===== config.mk =====
export PLATFORM = sky130hd
export DESIGN_NAME = scoreboard_register_file_flat
export DESIGN_NICKNAME = d
export VERILOG_FILES = /design/src/rtl/scoreboard_register_file_pkg.sv /design/src/rtl/scoreboard_register_file_if.sv /design/src/rtl/scoreboard_register_file_sb_counter.sv /design/src/rtl/scoreboard_register_file.sv /design/src/flat_wrapper.sv
export SDC_FILE = /design/constraint.sdc
export NUM_CORES = 1
export LEC_CHECK = 0
export BUFFER_PORTS_ARGS = -buffer_cell sky130_fd_sc_hd__buf_2
export CAP_MARGIN = 20
export CORE_MARGIN = 2
export CORE_UTILIZATION = 45
export CTS_CLUSTER_SIZE = 16
export DETAILED_ROUTE_END_ITERATION = 7
export PLACE_DENSITY = 0.72
export SETUP_SLACK_MARGIN = 0.15
export SLEW_MARGIN = 20
export SYNTH_ARGS = -nofsm -noshare
export SYNTH_HDL_FRONTEND = slang
export SYNTH_HIERARCHICAL = 1
export SYNTH_SLANG_ARGS = --single-unit

===== constraint.sdc =====
create_clock -name clock -period 3.3 [get_ports clock]
set_input_delay 0.165 -clock clock [delete_from_list [all_inputs] [get_ports clock]]
set_output_delay 0.165 -clock clock [all_outputs]
set_load 0.02 [all_outputs]

===== src/rtl/scoreboard_register_file_pkg.sv =====
// Architecture defaults shared by the scoreboarded register file, its bus interface and counters.
// Also provides the RF_ADDR_W(n) address-width macro.
`ifndef RF_ADDR_W
`define RF_ADDR_W(n) $clog2(n)
`endif

package scoreboard_register_file_pkg;

  localparam int RF_DATA_WIDTH = 16;
  localparam int RF_NUM_REGS   = 8;
  localparam int RF_NUM_READ   = 2;
  localparam int RF_PEND_MAX   = 3;

  // Counter width able to hold every value from 0 up to pend_max inclusive.
  function automatic int rf_cnt_w(input int pend_max);
    return $clog2(pend_max + 1);
  endfunction

endpackage


===== src/rtl/scoreboard_register_file_if.sv =====
// Read / issue / write-back bus of the scoreboarded register file.
// master = pipeline side, slave = register file side.
interface scoreboard_register_file_if
  import scoreboard_register_file_pkg::*;
#(
  parameter int DATA_WIDTH = RF_DATA_WIDTH,
  parameter int NUM_REGS   = RF_NUM_REGS,
  parameter int NUM_READ   = RF_NUM_READ
);

  localparam int ADDR_W = `RF_ADDR_W(NUM_REGS);

  logic [NUM_READ*ADDR_W-1:0]     rd_addr;
  logic [NUM_READ*DATA_WIDTH-1:0] rd_data;
  logic [NUM_READ-1:0]            rd_busy;
  logic                           issue_valid;
  logic [ADDR_W-1:0]              issue_addr;
  logic                           issue_ready;
  logic                           wr_en;
  logic [ADDR_W-1:0]              wr_addr;
  logic [DATA_WIDTH-1:0]          wr_data;
  logic                           pending_any;
  logic                           sb_underflow;

  modport master (
    output rd_addr, issue_valid, issue_addr, wr_en, wr_addr, wr_data,
    input  rd_data, rd_busy, issue_ready, pending_any, sb_underflow
  );

  modport slave (
    input  rd_addr, issue_valid, issue_addr, wr_en, wr_addr, wr_data,
    output rd_data, rd_busy, issue_ready, pending_any, sb_underflow
  );

endinterface


===== src/rtl/scoreboard_register_file_sb_counter.sv =====
// sb_counter: one register's pending-write counter, saturating at 'max' and floored at zero.
// 'underflow' flags a decrement request that arrived while the count was already zero.
module sb_counter
  import scoreboard_register_file_pkg::*;
#(
  parameter int PEND_MAX = RF_PEND_MAX,
  parameter int CNT_W    = rf_cnt_w(PEND_MAX)
) (
  input  logic             clock,
  input  logic             reset,
  input  logic             inc,
  input  logic             dec,
  input  logic [CNT_W-1:0] max,
  output logic [CNT_W-1:0] count,
  output logic             nonzero,
  output logic             at_max,
  output logic             underflow
);

  logic [CNT_W-1:0] count_r;
  logic [CNT_W-1:0] count_nxt_s;
  logic             inc_s;

  // Next count: an issue and a write-back on the same register cancel out.
  always_comb begin
    inc_s = inc && (count_r != max);
    if (inc_s && dec) begin
      count_nxt_s = count_r;
    end else if (inc_s) begin
      count_nxt_s = count_r + CNT_W'(1);
    end else if (dec && (count_r != '0)) begin
      count_nxt_s = count_r - CNT_W'(1);
    end else begin
      count_nxt_s = count_r;
    end
  end

  // Count register.
  always_ff @(posedge clock or posedge reset) begin
    if (reset) begin
      count_r <= '0;
    end else begin
      count_r <= count_nxt_s;
    end
  end

  assign count     = count_r;
  assign nonzero   = (count_r != '0);
  assign at_max    = (count_r == max);
  assign underflow = dec && (count_r == '0);

endmodule


===== src/rtl/scoreboard_register_file.sv =====
// Multi-port register file with a per-register pending-write scoreboard for RAW hazard stalls.
// Optional RF_BYPASS_EN: forwards same-cycle write-back data and clears busy on the final write-back.
module scoreboard_register_file
  import scoreboard_register_file_pkg::*;
#(
  parameter int DATA_WIDTH = RF_DATA_WIDTH,
  parameter int NUM_REGS   = RF_NUM_REGS,
  parameter int NUM_READ   = RF_NUM_READ,
  parameter int PEND_MAX   = RF_PEND_MAX
) (
  input logic                        clock,
  input logic                        reset,
  scoreboard_register_file_if.slave  bus
);

  localparam int ADDR_W = `RF_ADDR_W(NUM_REGS);
  localparam int CNT_W  = rf_cnt_w(PEND_MAX);

  logic [DATA_WIDTH-1:0] regs_r [NUM_REGS];
  logic [CNT_W-1:0]      count_s [NUM_REGS];
  logic [NUM_REGS-1:0]   nonzero_s;
  logic [NUM_REGS-1:0]   at_max_s;
  logic [NUM_REGS-1:0]   underflow_s;
  logic                  sb_underflow_r;
  logic                  issue_ready_s;
  logic                  issue_fire_s;
  logic [DATA_WIDTH-1:0] port_data_s [NUM_READ];
  logic                  port_busy_s [NUM_READ];

  // Register array write-back port.
  always_ff @(posedge clock or posedge reset) begin
    if (reset) begin
      for (int r = 0; r < NUM_REGS; r++) begin
        regs_r[r] <= '0;
      end
    end else if (bus.wr_en) begin
      regs_r[bus.wr_addr] <= bus.wr_data;
    end
  end

  // Sticky underflow flag, cleared only by reset.
  always_ff @(posedge clock or posedge reset) begin
    if (reset) begin
      sb_underflow_r <= 1'b0;
    end else if (|underflow_s) begin
      sb_underflow_r <= 1'b1;
    end
  end

  // Issue acceptance deliberately ignores a same-cycle write-back to the same register.
  always_comb begin
    issue_ready_s = !at_max_s[bus.issue_addr];
    issue_fire_s  = bus.issue_valid && issue_ready_s;
  end

  for (genvar r = 0; r < NUM_REGS; r++) begin : g_cnt
    logic inc_s;
    logic dec_s;

    // Per-register increment/decrement decode.
    always_comb begin
      inc_s = issue_fire_s && (bus.issue_addr == ADDR_W'(r));
      dec_s = bus.wr_en && (bus.wr_addr == ADDR_W'(r));
    end

    sb_counter #(
      .PEND_MAX (PEND_MAX),
      .CNT_W    (CNT_W)
    ) u_cnt (
      .clock     (clock),
      .reset     (reset),
      .inc       (inc_s),
      .dec       (dec_s),
      .max       (CNT_W'(PEND_MAX)),
      .count     (count_s[r]),
      .nonzero   (nonzero_s[r]),
      .at_max    (at_max_s[r]),
      .underflow (underflow_s[r])
    );
  end

  for (genvar i = 0; i < NUM_READ; i++) begin : g_rd
    logic [ADDR_W-1:0]     addr_s;
    logic [DATA_WIDTH-1:0] data_s;
    logic                  busy_s;
`ifdef RF_BYPASS_EN
    logic                  hit_s;
    logic                  clear_s;
`endif

    // Read mux; the bypass is held off during reset so outputs read zero.
    always_comb begin
      addr_s = bus.rd_addr[i*ADDR_W +: ADDR_W];
`ifdef RF_BYPASS_EN
      hit_s   = bus.wr_en && (bus.wr_addr == addr_s) && !reset;
      clear_s = hit_s && (count_s[addr_s] == CNT_W'(1)) &&
                !(issue_fire_s && (bus.issue_addr == addr_s));
      if (hit_s) begin
        data_s = bus.wr_data;
      end else begin
        data_s = regs_r[addr_s];
      end
      busy_s = (count_s[addr_s] != '0) && !clear_s;
`else
      data_s = regs_r[addr_s];
      busy_s = (count_s[addr_s] != '0);
`endif
    end

    assign port_data_s[i] = data_s;
    assign port_busy_s[i] = busy_s;
  end

  // Pack per-port results onto the bus.
  always_comb begin
    bus.rd_data = '0;
    bus.rd_busy = '0;
    for (int i = 0; i < NUM_READ; i++) begin
      bus.rd_data[i*DATA_WIDTH +: DATA_WIDTH] = port_data_s[i];
      bus.rd_busy[i]                          = port_busy_s[i];
    end
  end

  assign bus.issue_ready  = issue_ready_s;
  assign bus.pending_any  = |nonzero_s;
  assign bus.sb_underflow = sb_underflow_r;

endmodule

===== src/flat_wrapper.sv =====
// flat-port wrapper written by rule: the top's interface ports become plain ports
module scoreboard_register_file_flat import scoreboard_register_file_pkg::*;
#(
  parameter int DATA_WIDTH = RF_DATA_WIDTH,
  parameter int NUM_REGS   = RF_NUM_REGS,
  parameter int NUM_READ   = RF_NUM_READ,
  parameter int PEND_MAX   = RF_PEND_MAX
)
  (clock, reset, bus_rd_addr, bus_issue_valid, bus_issue_addr, bus_wr_en, bus_wr_addr, bus_wr_data, bus_rd_data, bus_rd_busy, bus_issue_ready, bus_pending_any, bus_sb_underflow);
  scoreboard_register_file_if #(.DATA_WIDTH(DATA_WIDTH), .NUM_REGS(NUM_REGS), .NUM_READ(NUM_READ)) bus_i ();
  input logic clock;
  input logic reset;
  input wire logic [$bits(bus_i.rd_addr)-1:0] bus_rd_addr;
  input wire logic [$bits(bus_i.issue_valid)-1:0] bus_issue_valid;
  input wire logic [$bits(bus_i.issue_addr)-1:0] bus_issue_addr;
  input wire logic [$bits(bus_i.wr_en)-1:0] bus_wr_en;
  input wire logic [$bits(bus_i.wr_addr)-1:0] bus_wr_addr;
  input wire logic [$bits(bus_i.wr_data)-1:0] bus_wr_data;
  output wire logic [$bits(bus_i.rd_data)-1:0] bus_rd_data;
  output wire logic [$bits(bus_i.rd_busy)-1:0] bus_rd_busy;
  output wire logic [$bits(bus_i.issue_ready)-1:0] bus_issue_ready;
  output wire logic [$bits(bus_i.pending_any)-1:0] bus_pending_any;
  output wire logic [$bits(bus_i.sb_underflow)-1:0] bus_sb_underflow;
  assign bus_i.rd_addr = bus_rd_addr;
  assign bus_i.issue_valid = bus_issue_valid;
  assign bus_i.issue_addr = bus_issue_addr;
  assign bus_i.wr_en = bus_wr_en;
  assign bus_i.wr_addr = bus_wr_addr;
  assign bus_i.wr_data = bus_wr_data;
  assign bus_rd_data = bus_i.rd_data;
  assign bus_rd_busy = bus_i.rd_busy;
  assign bus_issue_ready = bus_i.issue_ready;
  assign bus_pending_any = bus_i.pending_any;
  assign bus_sb_underflow = bus_i.sb_underflow;
  scoreboard_register_file #(.DATA_WIDTH(DATA_WIDTH), .NUM_REGS(NUM_REGS), .NUM_READ(NUM_READ), .PEND_MAX(PEND_MAX)) u_core (.clock(clock), .reset(reset), .bus(bus_i));
endmodule

== After elaboration in Yosys (flattened, before gate mapping) ==
Cells that the tools add are included.
Cells by class
  add/sub/neg operators: 16
  order comparisons: 5
  equality and inequality tests: 30
  mux-type cells: 33
  bitwise logic cells: 11
  reduce and logical (&&, ||, !) cells: 89
Operators by type and width (number)
  $bwmux 128: 1
  $bmux 16 s3: 2
  $mux 16: 5
  $logic_and 1x1->1: 50
  $demux 16 s3: 1
  $mux 2: 20
  $reduce_bool 2->1: 18
  $eq 3x3->1 const B: 8
  $add 2x1->2 const B: 8
  $eq 2x2->1 const B: 8
  $logic_not 2->1: 8
  $ne 2x2->1 const B: 8
  $reduce_and 2->1: 8
  $reduce_or 8->1: 2
  $sub 2x1->2 const B: 8
  $bmux 2 s3: 2
  $eq 3x2->1 const B: 4
  $ge 4x4->1 const B: 3
  $not 3->4: 3
  $not 1->1: 8
  $eq 3x1->1 const B: 2
  $logic_not 3->1: 2
  $lt 3x4->1 const B: 1
  $lt 4x1->1 const B: 1
  other kinds (3): 3
Word-level totals
  flip-flop bits (word level): 145
  bits of input ports: 32
  output and inout bits: 37

== Longest topological paths before layout ==
Gate-level depths: netlist of run 1.
  depth in word-level cells: 10
  gate-level depth with buffers: 8

== Cells and area by module ==
The synthesis of run 1 kept the hierarchy.
By module, submodules not included
  scoreboard_register_file: instances 1, cells each 449, area an instance 7193.1 um^2, seq. area each 3228.1 um^2
  sb_counter: instances 8, cells each 32, area an instance 234.0 um^2, seq. area each 50.0 um^2

== Worst setup path before layout of run 1 ==
Ideal clock, no wire load.
  kind: reg2reg
  start point: register u_core.g_cnt[6].u_cnt.count_r[1]
  end point: register u_core.g_cnt[6].u_cnt.count_r[0]
  library setup time: 83 ps
  data arrival time: 1760 ps
  data required time: 3217 ps
  setup slack: 1457 ps
  stages on the path, launching flop included: 7
  path buffers: 0
  period minus slack after synthesis: 1843 ps
  path through: dfrtp_1 > xor2_1 > nor2_1 > nor4b_1 > nand2_1 > o221a_1 > o22ai_1
Between the ends
  word-level cells in the longest chain between the ends: 10
Ends and longest elaborated chain
  start, declared: line scoreboard_register_file_sb_counter.sv:20  | logic [CNT_W-1:0] count_r;
  start signal, assigned: line scoreboard_register_file_sb_counter.sv:43  | count_r <= count_nxt_s;
  $eq 2x2->1 *: line scoreboard_register_file_sb_counter.sv:49  | assign at_max = (count_r == max);
  named net u_core.at_max_s[6]: line scoreboard_register_file.sv:22  | logic [NUM_REGS-1:0] at_max_s;
  $bmux 1 s3 *: line scoreboard_register_file.sv:52  | issue_ready_s = !at_max_s[bus.issue_addr];
  $mux 1 (not written as such) *: line scoreboard_register_file.sv:52
  $logic_not 1->1 *: line scoreboard_register_file.sv:52
  $logic_and 1x1->1 *: line scoreboard_register_file.sv:53  | issue_fire_s = bus.issue_valid && issue_ready_s;
  $logic_and 1x1->1 *: line scoreboard_register_file.sv:62  | inc_s = issue_fire_s && (bus.issue_addr == ADDR_W'(r));
  named net u_core.g_cnt[6].inc_s: line scoreboard_register_file.sv:57  | logic inc_s;
  $logic_and 1x1->1 *: line scoreboard_register_file_sb_counter.sv:26  | inc_s = inc && (count_r != max);
  $logic_and 1x1->1: line scoreboard_register_file_sb_counter.sv:27  | if (inc_s && dec) begin
  $not 1->1 (no source line)
  $reduce_and 2->1 (no source line)
Mark *: on every way through the listed nets, which the timed path passes. The rest lies on a longest branch. The select of a mux whose other input is x is not followed.
A chain may end at the register's enable or synchronous reset.

== Worst setup path after layout of run 1 ==
  start point: register u_core.g_cnt[0].u_cnt.count_r[1]
  end point: output bus_issue_ready
Between the ends
  word-level cells in the longest chain between the ends: 4
Ends and longest elaborated chain
  start, declared: line scoreboard_register_file_sb_counter.sv:20
  start signal, assigned: line scoreboard_register_file_sb_counter.sv:43
  $eq 2x2->1: line scoreboard_register_file_sb_counter.sv:49
  named net u_core.at_max_s[0]: line scoreboard_register_file.sv:22
  $bmux 1 s3: line scoreboard_register_file.sv:52
  $mux 1 (not written as such): line scoreboard_register_file.sv:52
  $logic_not 1->1: line scoreboard_register_file.sv:52
  end, declared: line flat_wrapper.sv:21  | output wire logic [$bits(bus_i.issue_ready)-1:0] bus_issue_ready;
The timed path passes the listed nets, and every way through them passes these cells. The select of a mux whose other input is x is not followed.

==> results of run 1 <==
[layout by cell type (no fill, tap or decap), types with 2 or more instances in the layout]
cell	count
nand2_1	11
buf_4	14
buf_12	2
nor3_1	19
nand3_1	10
nor4_1	5
nand4b_2	3
a211o_2	8
mux2i_1	9
nor3b_4	2
mux2_4	9
o22ai_1	8
xor2_1	16
nand2b_1	9
a31oi_1	8
inv_6	4
a21oi_1	56
nor2_1	29
clkbuf_8	2
nor3_4	2
clkinvlp_4	6
o221a_1	8
conb_1	88
clkbuf_16	17
mux4_2	68
or2_2	16
nor3b_2	8
nor4b_1	2
o211a_1	8
buf_2	68
mux2_2	149
mux2_1	2
inv_1	44
dfrtp_1	145
nor3b_1	2
[final timing paths]
path | from | end
max in group asynchronous | reset | u_core/regs_r[66]$_DFFE_PP0P_
setup reg to reg | u_core/g_cnt[2].u_cnt/count[1]$_DFFE_PP0P_ | u_core/g_cnt[2].u_cnt/count[0]$_DFFE_PP0P_
hold reg to reg | u_core/bus.sb_underflow$_DFFE_PP0P_ | u_core/bus.sb_underflow$_DFFE_PP0P_
min in group asynchronous | reset | u_core/g_cnt[3].u_cnt/count[0]$_DFFE_PP0P_
setup / recovery | u_core/g_cnt[0].u_cnt/count[1]$_DFFE_PP0P_ | bus_issue_ready
hold / removal | bus_wr_data[8] | u_core/regs_r[56]$_DFFE_PP0P_
[timing repair]
item,CTS,global route
setup endpoints to repair,0,0
endpoints found under the hold margin,20,0
hold buffers,1,0
[cell families after synthesis]
family	count (synthesis)	synth area share [%]
multiplexers	237	38.1
AND/OR/NAND/NOR	121	8.36
other	1	0.0414
AO/OA/AOI/OAI	96	6.96
XOR/XNOR	16	1.55
flip-flops	145	40.0
buffers and inverters	89	4.93
[critical path, stage by stage, from the launching register on]
cell,delay [ns]
dfrtp_1,0.47
xor2_1,0.29
nor2_1,0.10
mux4_2,0.48
mux2i_1,0.22
buf_2,0.21
[power by group through the flow]
| stage | Clock, uW | Combinational, uW | Sequential [uW] |
|---|---|---|---|
| 3_3_place_gp | 0 | 1750 | 2550 |
| 6_report | 1890 | 1800 | 2560 |
| 5_1_grt | 2010 | 1950 | 2610 |
| 2_1_floorplan | 0 | 1550 | 2390 |
| 3_5_place_dp | 0 | 1790 | 2570 |
| 4_1_cts | 1920 | 1800 | 2550 |
[layout make-up]
type                    count  area [um^2]  share of cell area (%)
multi-input cells         558         5320                    50.5
flip-flops and latches    145         3630                    34.5
repair buffers             85          495                    4.71
clock buffers              20          457                    4.34
well taps                 265          332                    3.15
inverters                  45          173                    1.64
clock inverters            12          123                    1.16
[metrics by stage]
step | instance area [um^2] | cells | setup WS, ns
floorplan | 9400 | 792 | 1.46
finish | 10500 | 1130 | 0.951
CTS | 10500 | 1130 | 0.981
detailed placement | 9940 | 1097 | 1.08
global placement | 9940 | 1097 | 1.06
global route | 10500 | 1130 | 0.819
[registers in the layout (all words and copies together) (netlist names)]
signal,cells
u_core/bus.sb_underflow,1
u_core/g_cnt.u_cnt/count,16
u_core/regs_r,128
[metal layers]
layer,global-route usage (%),vias up,part of all wire [%]
li1,-,2875,-
met1,26.7,3134,45
met2,33.3,155,49
met3,3.35,33,4.1
met4,7.45,0,2.1
met5,0,-,0
==> flow_results.xml, run 1 <==
<?xml version="1.0" encoding="UTF-8"?>
<metrics>
  <group name="outcome">
    <metric name="status" unit="">complete, no violations</metric>
  </group>
  <group name="synthesis">
    <metric name="proportion_of_synthesized_chip_area_in_sequential_cells" unit="%">40.0</metric>
    <metric name="syn-mean-instance-area" unit="um^2">12.9</metric>
    <metric name="ys_async_sr_fraction" unit="%">100</metric>
    <metric name="yosysWarnings" unit="">6</metric>
    <metric name="yosys-top-cells-area" unit="">dfrtp_1 40%, mux2_2 19%, mux4_2 17%, a21oi_1 3.1%, inv_1 1.9%</metric>
    <metric name="yosys_register_bits" unit="">145</metric>
    <metric name="mappedNetlistArea" unit="mm^2">0.00906</metric>
    <metric name="synth_top_cell_area_share" unit="%">40.0</metric>
    <metric name="yosysTopAreaCell" unit="">dfrtp_1</metric>
    <metric name="yosys.cell_count.top_type" unit="">mux2_2</metric>
    <metric name="synth-edff-count" unit="">0</metric>
    <metric name="syn-instance-count" unit="">705</metric>
    <metric name="synthTopCellsByCount" unit="">149 x mux2_2, 145 x dfrtp_1, 68 x mux4_2</metric>
    <metric name="synth-main-ff-cell" unit="">dfrtp_1</metric>
    <metric name="post_synth_num_cell_types" unit="">38</metric>
  </group>
  <group name="power">
    <metric name="vdd_ir_drop_max" unit="V">0.000411</metric>
    <metric name="p_sw" unit="uW">1970</metric>
    <metric name="power.share.sequential" unit="%">40.9</metric>
    <metric name="power_density" unit="mW/mm^2">593</metric>
    <metric name="switching_fraction" unit="%">31.5</metric>
    <metric name="power.combinational.fraction" unit="%">28.8</metric>
    <metric name="total_power" unit="uW">6250</metric>
    <metric name="p_int" unit="uW">4280</metric>
    <metric name="power_frac_clock" unit="%">30.3</metric>
    <metric name="leakage" unit="uW">0.00455</metric>
  </group>
  <group name="sta">
    <metric name="fin_setup_tns" unit="ns">0</metric>
    <metric name="max_freq" unit="GHz">0.426</metric>
    <metric name="drv_slew" unit="">0</metric>
    <metric name="final_min_period_over_clock_period" unit="%">71.2</metric>
    <metric name="hold_violation_total_from_the_final_report" unit="">0</metric>
    <metric name="hold-worst-slack" unit="ns">0.0735</metric>
    <metric name="max_slew_margin" unit="%">38.9</metric>
    <metric name="rsz0062_at_grt" unit="">false</metric>
    <metric name="fin_worst_skew" unit="ns">0.00345</metric>
    <metric name="final_period_minus_worst_setup_slack" unit="ns">2.35</metric>
    <metric name="worst_slew_pin_slew" unit="ns">0.916</metric>
    <metric name="timing.final.setup_violations" unit="">0</metric>
  </group>
  <group name="cts">
    <metric name="cts.reportedPaths.clkPinSlew" unit="ns">0.06</metric>
    <metric name="cts-root-to-sink-buffers" unit="">2</metric>
    <metric name="tritoncts" unit="">built</metric>
    <metric name="cts_made_buffers" unit="">17</metric>
    <metric name="post_cts_sizing" unit="">0</metric>
    <metric name="clock_insertion_delay_worst_skew" unit="ns">0.42</metric>
    <metric name="post_cts_setup_repair_buffer_count" unit="">0</metric>
    <metric name="tritoncts_num_sinks" unit="">145</metric>
    <metric name="number_of_h_tree_branching_levels" unit="">4</metric>
    <metric name="clockRootBuffer" unit="">clkbuf_16</metric>
  </group>
  <group name="layout">
    <metric name="finalCoreUtilization" unit="%">53.8</metric>
    <metric name="final_layout_net_count" unit="">884</metric>
    <metric name="proportion_of_layout_cells_with_a_drive_suffix_above_1" unit="%">44.3</metric>
    <metric name="antenna_cells_inserted" unit="">0</metric>
    <metric name="fill_cells" unit="">1641</metric>
    <metric name="area_growth_syn_to_layout" unit="%">16.2</metric>
  </group>
  <group name="drt">
    <metric name="drt-initial-drc-count" unit="">430</metric>
    <metric name="drt_first_pass_iters" unit="">5</metric>
    <metric name="drtAntennaViolNets" unit="">0</metric>
    <metric name="detail_route.wl_per_cell" unit="um">18.2</metric>
    <metric name="vias_per_cell" unit="">5.48</metric>
    <metric name="totalWireLength" unit="um">20600</metric>
    <metric name="routed-via-count" unit="">6197</metric>
    <metric name="drt_drc_violations_left" unit="">0</metric>
  </group>
  <group name="floorplan">
    <metric name="die-width" unit="um">146</metric>
    <metric name="std_cell_rows" unit="">51</metric>
    <metric name="die_area" unit="mm^2">0.0213</metric>
    <metric name="initial_utilization" unit="%">46.3</metric>
    <metric name="io-pin-count" unit="">69</metric>
    <metric name="core_area" unit="mm^2">0.0196</metric>
    <metric name="die_height" unit="um">146</metric>
  </group>
  <group name="worst_setup_path">
    <metric name="worst-path-max-fanout" unit="">8</metric>
    <metric name="critical_path_required" unit="ns">3.13</metric>
    <metric name="worst-setup-path-type" unit="">register to output port</metric>
    <metric name="setup.worst_path.end_class" unit="">output port</metric>
    <metric name="cp_data_arrival_time" unit="ns">2.18</metric>
    <metric name="timing.reg2reg.worst_path_depth" unit="">6</metric>
    <metric name="timing.reg2reg.setup_slack" unit="ns">1.03</metric>
    <metric name="cp-start-kind" unit="">register</metric>
  </group>
  <group name="job">
    <metric name="max_cap_viol_count" unit="">0</metric>
  </group>
  <group name="global_route">
    <metric name="vias_in_the_first_global_route" unit="">6336</metric>
    <metric name="grt_antenna_before_repair" unit="">0</metric>
    <metric name="global_route.overflow_total" unit="">0</metric>
    <metric name="global_route.usage.total" unit="%">20.1</metric>
    <metric name="pin_count_of_the_biggest_net_entering_global_routing" unit="">69</metric>
    <metric name="grt_first_pass_wirelength" unit="um">33700</metric>
  </group>
  <group name="hold_path">
    <metric name="timing.hold.worst.class" unit="">input port to register</metric>
    <metric name="hold_path_cell_cnt" unit="">2</metric>
  </group>
  <group name="place">
    <metric name="io_buffers" unit="">68</metric>
    <metric name="dp_hpwl" unit="um">13600</metric>
    <metric name="routabilityCongestion" unit="">0.787</metric>
  </group>
</metrics>
No activity file was read; power rests on OpenSTA's default activity.
==> inputs of run 2 (changes only) <==
- clock period: 3.3 -> 2.1 ns (I/O delays scaled with it)
==> run 2 against run 1 <==
Against the previous run: global-route usage rose by 1.3 points; die area did not move; clock power rose by 53%; clock skew fell by 0.00052 ns; sequential share of layout area fell by 1.6 points; first-iteration DRC count fell by 17%; critical path type unchanged; largest cell class unchanged.
==> flow_results.xml, run 2 (same netlist as run 1, synthesis figures left out) <==
<?xml version="1.0" encoding="UTF-8"?>
<metrics>
  <group name="worst_setup_path">
    <metric name="worst-path-max-fanout" unit="">4</metric>
    <metric name="setup.worst_path.end_class" unit="">output port</metric>
    <metric name="worst-setup-path-type" unit="">register to output port</metric>
    <metric name="critical_path.reg2reg.startpoint" unit="">u_core/g_cnt[5].u_cnt/count[0]$_DFFE_PP0P_</metric>
    <metric name="cp-start-kind" unit="">register</metric>
    <metric name="worstSetupEndpoint" unit="">bus_issue_ready</metric>
    <metric name="cp_data_arrival_time" unit="ns">1.93</metric>
    <metric name="timing.reg2reg.setup_slack" unit="ns">0.35</metric>
    <metric name="timing.reg2reg.worst_path_depth" unit="">6</metric>
    <metric name="rr_endpoint" unit="">u_core/g_cnt[5].u_cnt/count[0]$_DFFE_PP0P_</metric>
    <metric name="crit_start" unit="">u_core/g_cnt[7].u_cnt/count[1]$_DFFE_PP0P_</metric>
    <metric name="critical_path_required" unit="ns">2.00</metric>
  </group>
  <group name="floorplan">
    <metric name="io-pin-count" unit="">69</metric>
    <metric name="initial_utilization" unit="%">46.3</metric>
    <metric name="die_height" unit="um">146</metric>
    <metric name="die-width" unit="um">146</metric>
    <metric name="core_area" unit="mm^2">0.0196</metric>
    <metric name="die_area" unit="mm^2">0.0213</metric>
    <metric name="std_cell_rows" unit="">51</metric>
  </group>
  <group name="sta">
    <metric name="max_freq" unit="GHz">0.491</metric>
    <metric name="fin_setup_tns" unit="ns">0</metric>
    <metric name="final_min_period_over_clock_period" unit="%">97.1</metric>
    <metric name="drv_slew" unit="">0</metric>
    <metric name="fin_worst_skew" unit="ns">0.00293</metric>
    <metric name="rsz0062_at_grt" unit="">true</metric>
    <metric name="max_slew_margin" unit="%">59.1</metric>
    <metric name="hold-worst-slack" unit="ns">0.0173</metric>
    <metric name="worst_slew_pin_slew" unit="ns">0.613</metric>
    <metric name="timing.final.setup_violations" unit="">0</metric>
    <metric name="hold_violation_total_from_the_final_report" unit="">0</metric>
    <metric name="final_period_minus_worst_setup_slack" unit="ns">2.04</metric>
  </group>
  <group name="cts">
    <metric name="cts_made_buffers" unit="">17</metric>
    <metric name="clock_insertion_delay_worst_skew" unit="ns">0.43</metric>
    <metric name="tritoncts" unit="">built</metric>
    <metric name="cts-root-to-sink-buffers" unit="">2</metric>
    <metric name="tritoncts_num_sinks" unit="">145</metric>
    <metric name="cts.reportedPaths.clkPinSlew" unit="ns">0.06</metric>
    <metric name="number_of_h_tree_branching_levels" unit="">4</metric>
    <metric name="clockRootBuffer" unit="">clkbuf_16</metric>
  </group>
  <group name="power">
    <metric name="p_sw" unit="uW">3170</metric>
    <metric name="switching_fraction" unit="%">31.4</metric>
    <metric name="p_int" unit="uW">6930</metric>
    <metric name="leakage" unit="uW">0.00483</metric>
    <metric name="power.combinational.fraction" unit="%">32.6</metric>
    <metric name="vdd_ir_drop_max" unit="V">0.000624</metric>
    <metric name="total_power" unit="uW">10100</metric>
    <metric name="power_frac_clock" unit="%">28.6</metric>
    <metric name="power_density" unit="mW/mm^2">910</metric>
    <metric name="power.share.sequential" unit="%">38.8</metric>
  </group>
  <group name="global_route">
    <metric name="pin_count_of_the_biggest_net_entering_global_routing" unit="">45</metric>
    <metric name="grt_antenna_before_repair" unit="">2</metric>
    <metric name="global_route.overflow_total" unit="">0</metric>
    <metric name="grt_first_pass_wirelength" unit="um">35600</metric>
    <metric name="vias_in_the_first_global_route" unit="">6699</metric>
    <metric name="global_route.usage.total" unit="%">21.4</metric>
  </group>
  <group name="layout">
    <metric name="final_layout_net_count" unit="">932</metric>
    <metric name="area_growth_syn_to_layout" unit="%">22.4</metric>
    <metric name="layout_commonest_cell" unit="">mux2_2</metric>
    <metric name="finalCoreUtilization" unit="%">56.7</metric>
    <metric name="regMostFlops" unit="">u_core/regs_r</metric>
    <metric name="largest_register_ff_count" unit="">128</metric>
    <metric name="proportion_of_layout_cells_with_a_drive_suffix_above_1" unit="%">50.4</metric>
    <metric name="fill_cells" unit="">1605</metric>
    <metric name="finalNonFillerCells" unit="">1178</metric>
    <metric name="final_cell_mix" unit="">149 x mux2_2, 131 x dfrtp_1, 88 x conb_1, 68 x mux4_2, 64 x buf_2</metric>
  </group>
  <group name="drt">
    <metric name="drt_drc_violations_left" unit="">0</metric>
    <metric name="vias_per_cell" unit="">5.43</metric>
    <metric name="routed-via-count" unit="">6394</metric>
    <metric name="drt_first_pass_iters" unit="">4</metric>
    <metric name="drtAntennaViolNets" unit="">0</metric>
    <metric name="drt-initial-drc-count" unit="">357</metric>
    <metric name="totalWireLength" unit="um">21800</metric>
    <metric name="detail_route.wl_per_cell" unit="um">18.5</metric>
  </group>
  <group name="hold_path">
    <metric name="timing.hold.worst.class" unit="">input port to register</metric>
  </group>
  <group name="place">
    <metric name="number_of_cells_after_detailed_placement" unit="">1114</metric>
    <metric name="dp_hpwl" unit="um">14500</metric>
    <metric name="io_buffers" unit="">68</metric>
    <metric name="routabilityCongestion" unit="">0.856</metric>
  </group>
  <group name="job">
    <metric name="max_cap_viol_count" unit="">0</metric>
  </group>
  <group name="outcome">
    <metric name="status" unit="">complete, no violations</metric>
  </group>
</metrics>
[run 2: cell types whose count changed in the layout (fill, tap and decap cells not counted), sizes merged]
cell         change
clkbuf           -1
inv              -1
buf             +47
dlygate4sd3      +1
diode            +1
clkinvlp         -3
clkinv           +4
[run 2: metal layers]
layer / vias up / GRT usage, % / routed length, um
li1: 2969 / - / -
met1: 3253 / 28.1 / 9540
met2: 148 / 36.0 / 11200
met3: 24 / 3.82 / 818
met4: 0 / 7.21 / 273
met5: - / 0 / 0
[run 2: how the worst min path moves through the flow]
stage,start,to,slack [ns],cells after the start
2_1_floorplan,reset,u_core/g_cnt[0].u_cnt/count[0]$_DFFE_PP0P_,-0.15,1
3_3_place_gp,reset,u_core/g_cnt[3].u_cnt/count[0]$_DFFE_PP0P_,0.11,2
3_5_place_dp,reset,u_core/g_cnt[3].u_cnt/count[0]$_DFFE_PP0P_,0.11,2
4_1_cts,bus_wr_data[10],u_core/regs_r[26]$_DFFE_PP0P_,0.001,2
5_1_grt,bus_wr_data[10],u_core/regs_r[26]$_DFFE_PP0P_,0.02,2
6_report,bus_wr_data[9],u_core/regs_r[89]$_DFFE_PP0P_,0.02,2
[run 2: timing repair]
item | 4_1_cts | 5_1_grt
buffers inserted | 29 | 1
hold buffers | 2 | 0
setup endpoints to repair | 4 | 4
hold endpoints to repair | 38 | 0
pin swaps | 15 | 3
cloned | 0 | 0
gates resized for setup | 38 | 11
[run 2: stage by stage]
step / area [um^2] / setup slack [ns]
after floorplan: 9400 / 0.257
after global placement: 10100 / 0.325
after detailed placement: 10100 / 0.278
after CTS: 11000 / 0.0586
after global routing: 11100 / 0.00431
final: 11100 / 0.0617
[run 2: worst max-delay path, cell delays in order (launching register included)]
cell	delay (ns)
dfrtp_2	0.43
xor2_2	0.15
nor2_1	0.08
mux4_2	0.49
mux2i_1	0.19
buf_4	0.17
[run 2: power groups by stage]
stage,Sequential (uW),Combinational (uW),Clock [uW]
final,3920,3290,2890
after global routing,4000,3550,3050
after CTS,3900,3240,2940
after detailed placement,3990,2930,0
after global placement,3930,2870,0
after floorplan,3760,2440,0
[run 2: area by class of cell]
cell class	instances	area (um^2)	area share, %
well taps	265	332	2.99
multi-input cells	558	5450	49.1
flip-flops and latches	145	3650	32.8
repair buffers	133	941	8.48
clock inverters	12	109	0.981
inverters	45	173	1.56
diodes	1	2.50	0.0225
clock buffers	19	443	3.99
==> inputs of run 3 (changes only) <==
- HOLD_SLACK_MARGIN: unset -> 0.08
==> run 3 against run 2 <==
Against the previous run: first-iteration DRC count grew 0.28%; sequential share of layout area fell by 0.43 points; register-to-register slack improved by 0.03 ns; critical path type unchanged; highest routed layer unchanged.
==> flow_results.xml, run 3 (same netlist as run 1, synthesis figures left out) <==
<?xml version="1.0" encoding="UTF-8"?>
<metrics>
  <group name="cts">
    <metric name="clock_insertion_delay_worst_skew" unit="ns">0.42</metric>
    <metric name="tritoncts_num_sinks" unit="">145</metric>
    <metric name="number_of_h_tree_branching_levels" unit="">4</metric>
    <metric name="clockRootBuffer" unit="">clkbuf_16</metric>
    <metric name="cts.reportedPaths.clkPinSlew" unit="ns">0.06</metric>
    <metric name="tritoncts" unit="">built</metric>
    <metric name="cts_made_buffers" unit="">17</metric>
    <metric name="cts-root-to-sink-buffers" unit="">2</metric>
  </group>
  <group name="drt">
    <metric name="met1_length" unit="um">9520</metric>
    <metric name="drt_drc_violations_left" unit="">0</metric>
    <metric name="drt_first_pass_iters" unit="">4</metric>
    <metric name="routed-via-count" unit="">6488</metric>
    <metric name="dr_wl_met2" unit="um">11300</metric>
    <metric name="drt-initial-drc-count" unit="">358</metric>
    <metric name="wl_met3" unit="um">943</metric>
    <metric name="top_layer_used" unit="">met4</metric>
    <metric name="drtAntennaViolNets" unit="">0</metric>
    <metric name="vias_per_cell" unit="">5.44</metric>
    <metric name="totalWireLength" unit="um">22100</metric>
    <metric name="detail_route.wl_per_cell" unit="um">18.5</metric>
  </group>
  <group name="power">
    <metric name="power_density" unit="mW/mm^2">900</metric>
    <metric name="leakage" unit="uW">0.00490</metric>
    <metric name="vdd_ir_drop_max" unit="V">0.000621</metric>
    <metric name="total_power" unit="uW">10100</metric>
  </group>
  <group name="hold_path">
    <metric name="timing.hold.worst.class" unit="">input port to register</metric>
  </group>
  <group name="floorplan">
    <metric name="die_area" unit="mm^2">0.0213</metric>
    <metric name="core_area" unit="mm^2">0.0196</metric>
    <metric name="initial_utilization" unit="%">46.3</metric>
    <metric name="io-pin-count" unit="">69</metric>
    <metric name="die-width" unit="um">146</metric>
    <metric name="std_cell_rows" unit="">51</metric>
    <metric name="die_height" unit="um">146</metric>
  </group>
  <group name="worst_setup_path">
    <metric name="setup.worst_path.end_class" unit="">output port</metric>
    <metric name="worst-setup-path-type" unit="">register to output port</metric>
    <metric name="critical_path.reg2reg.startpoint" unit="">u_core/g_cnt[5].u_cnt/count[0]$_DFFE_PP0P_</metric>
    <metric name="timing.reg2reg.worst_path_depth" unit="">6</metric>
    <metric name="worst-path-max-fanout" unit="">4</metric>
    <metric name="timing.reg2reg.setup_slack" unit="ns">0.38</metric>
    <metric name="cp-start-kind" unit="">register</metric>
    <metric name="critical_path_required" unit="ns">2.00</metric>
    <metric name="cp_data_arrival_time" unit="ns">1.96</metric>
    <metric name="rr_endpoint" unit="">u_core/g_cnt[5].u_cnt/count[0]$_DFFE_PP0P_</metric>
    <metric name="crit_start" unit="">u_core/g_cnt[7].u_cnt/count[1]$_DFFE_PP0P_</metric>
    <metric name="worstSetupEndpoint" unit="">bus_issue_ready</metric>
  </group>
  <group name="global_route">
    <metric name="grt_antenna_before_repair" unit="">1</metric>
    <metric name="global_route.overflow_total" unit="">0</metric>
    <metric name="vias_in_the_first_global_route" unit="">6800</metric>
    <metric name="grt_first_pass_wirelength" unit="um">35900</metric>
    <metric name="pin_count_of_the_biggest_net_entering_global_routing" unit="">45</metric>
    <metric name="global_route.usage.total" unit="%">21.6</metric>
  </group>
  <group name="sta">
    <metric name="rsz0062_at_grt" unit="">true</metric>
    <metric name="hold_violation_total_from_the_final_report" unit="">0</metric>
    <metric name="fin_worst_skew" unit="ns">0.00233</metric>
    <metric name="finalWorstSetupSlack" unit="ns">0.0300</metric>
    <metric name="fin_setup_tns" unit="ns">0</metric>
    <metric name="max_freq" unit="GHz">0.483</metric>
    <metric name="final_period_minus_worst_setup_slack" unit="ns">2.07</metric>
    <metric name="timing.final.setup_violations" unit="">0</metric>
    <metric name="max_slew_margin" unit="%">60.1</metric>
    <metric name="worst_slew_pin_slew" unit="ns">0.599</metric>
    <metric name="final_min_period_over_clock_period" unit="%">98.6</metric>
    <metric name="drv_slew" unit="">0</metric>
  </group>
  <group name="outcome">
    <metric name="status" unit="">complete, no violations</metric>
  </group>
  <group name="layout">
    <metric name="final_cell_mix" unit="">149 x mux2_2, 131 x dfrtp_1, 88 x conb_1, 68 x mux4_2, 64 x buf_2</metric>
    <metric name="area_growth_syn_to_layout" unit="%">24.1</metric>
    <metric name="proportion_of_layout_cells_with_a_drive_suffix_above_1" unit="%">49.5</metric>
    <metric name="fill_cells" unit="">1591</metric>
    <metric name="seq_area" unit="mm^2">0.00365</metric>
    <metric name="largest_register_ff_count" unit="">128</metric>
    <metric name="finalCoreUtilization" unit="%">57.4</metric>
    <metric name="final_layout_net_count" unit="">947</metric>
    <metric name="layout_commonest_cell" unit="">mux2_2</metric>
    <metric name="multi_input_gate_area" unit="mm^2">0.00546</metric>
    <metric name="regMostFlops" unit="">u_core/regs_r</metric>
  </group>
  <group name="place">
    <metric name="io_buffers" unit="">68</metric>
    <metric name="dp_hpwl" unit="um">14500</metric>
    <metric name="routabilityCongestion" unit="">0.856</metric>
    <metric name="pre_cts_ws" unit="ns">0.278</metric>
  </group>
  <group name="job">
    <metric name="max_cap_viol_count" unit="">0</metric>
  </group>
</metrics>
==> run 3: changes by cell type in the layout (fill, tap and decap cells not counted), sizes merged <==
cell and delta:
dlygate4sd3 +15
==> run 3: layout make-up <==
type                       instances  area share (%)
clock inverter                    12           0.968
inverter                          45            1.54
antenna                            1          0.0222
tap                              265            2.95
timing repair buffer             148            9.67
clock buffer                      19            3.94
sequential                       145            32.4
multi-input combinational        558            48.5
==> run 3: worst min path at each step <==
stage / cells past startpoint / to / startpoint / slack [ns]
5_1_grt: 3 / u_core/g_cnt[5].u_cnt/count[0]$_DFFE_PP0P_ / bus_issue_addr[1] / 0.22
6_report: 4 / u_core/g_cnt[5].u_cnt/count[0]$_DFFE_PP0P_ / bus_issue_addr[2] / 0.19
3_3_place_gp: 2 / u_core/g_cnt[3].u_cnt/count[0]$_DFFE_PP0P_ / reset / 0.11
4_1_cts: 3 / u_core/g_cnt[5].u_cnt/count[0]$_DFFE_PP0P_ / bus_issue_addr[1] / 0.17
3_5_place_dp: 2 / u_core/g_cnt[3].u_cnt/count[0]$_DFFE_PP0P_ / reset / 0.11
2_1_floorplan: 1 / u_core/g_cnt[0].u_cnt/count[0]$_DFFE_PP0P_ / reset / -0.15
==> run 3: stage by stage <==
step                      cell area [um^2]  cells  hold slack, ns
after floorplan                       9400    792          -0.154
after global placement               10100   1114           0.107
after detailed placement             10100   1114           0.111
after CTS                            11200   1191           0.168
after global routing                 11200   1193           0.221
final                                11200   1193           0.187
==> run 3: what timing repair did <==
action	in CTS	in global routing
gates resized for setup	38	9
hold endpoints to repair	164	0
pin swaps	15	3
buffers inserted	29	1
hold buffers	17	0
endpoints found under the setup margin	4	4
==> run 3: power breakdown <==
group          leakage, uW  switching [uW]  internal (uW)
sequential         0.00172             493           3430
clock             0.000270            1230           1660
combinational      0.00291            1460           1860
==> run 3: worst max-delay path, stage by stage (launching register included) <==
cell and delay [ns]:
dfrtp_2 0.43, xor2_2 0.15, nor2_1 0.09, mux4_2 0.49
mux2i_1 0.20, buf_4 0.18
==> run 3: per-layer routing <==
| layer | GRT usage, % | vias to the layer above |
|---|---|---|
| li1 | - | 2995 |
| met1 | 28.3 | 3310 |
| met2 | 36.4 | 161 |
| met3 | 3.98 | 22 |
| met4 | 7.35 | 0 |
| met5 | 0 | - |
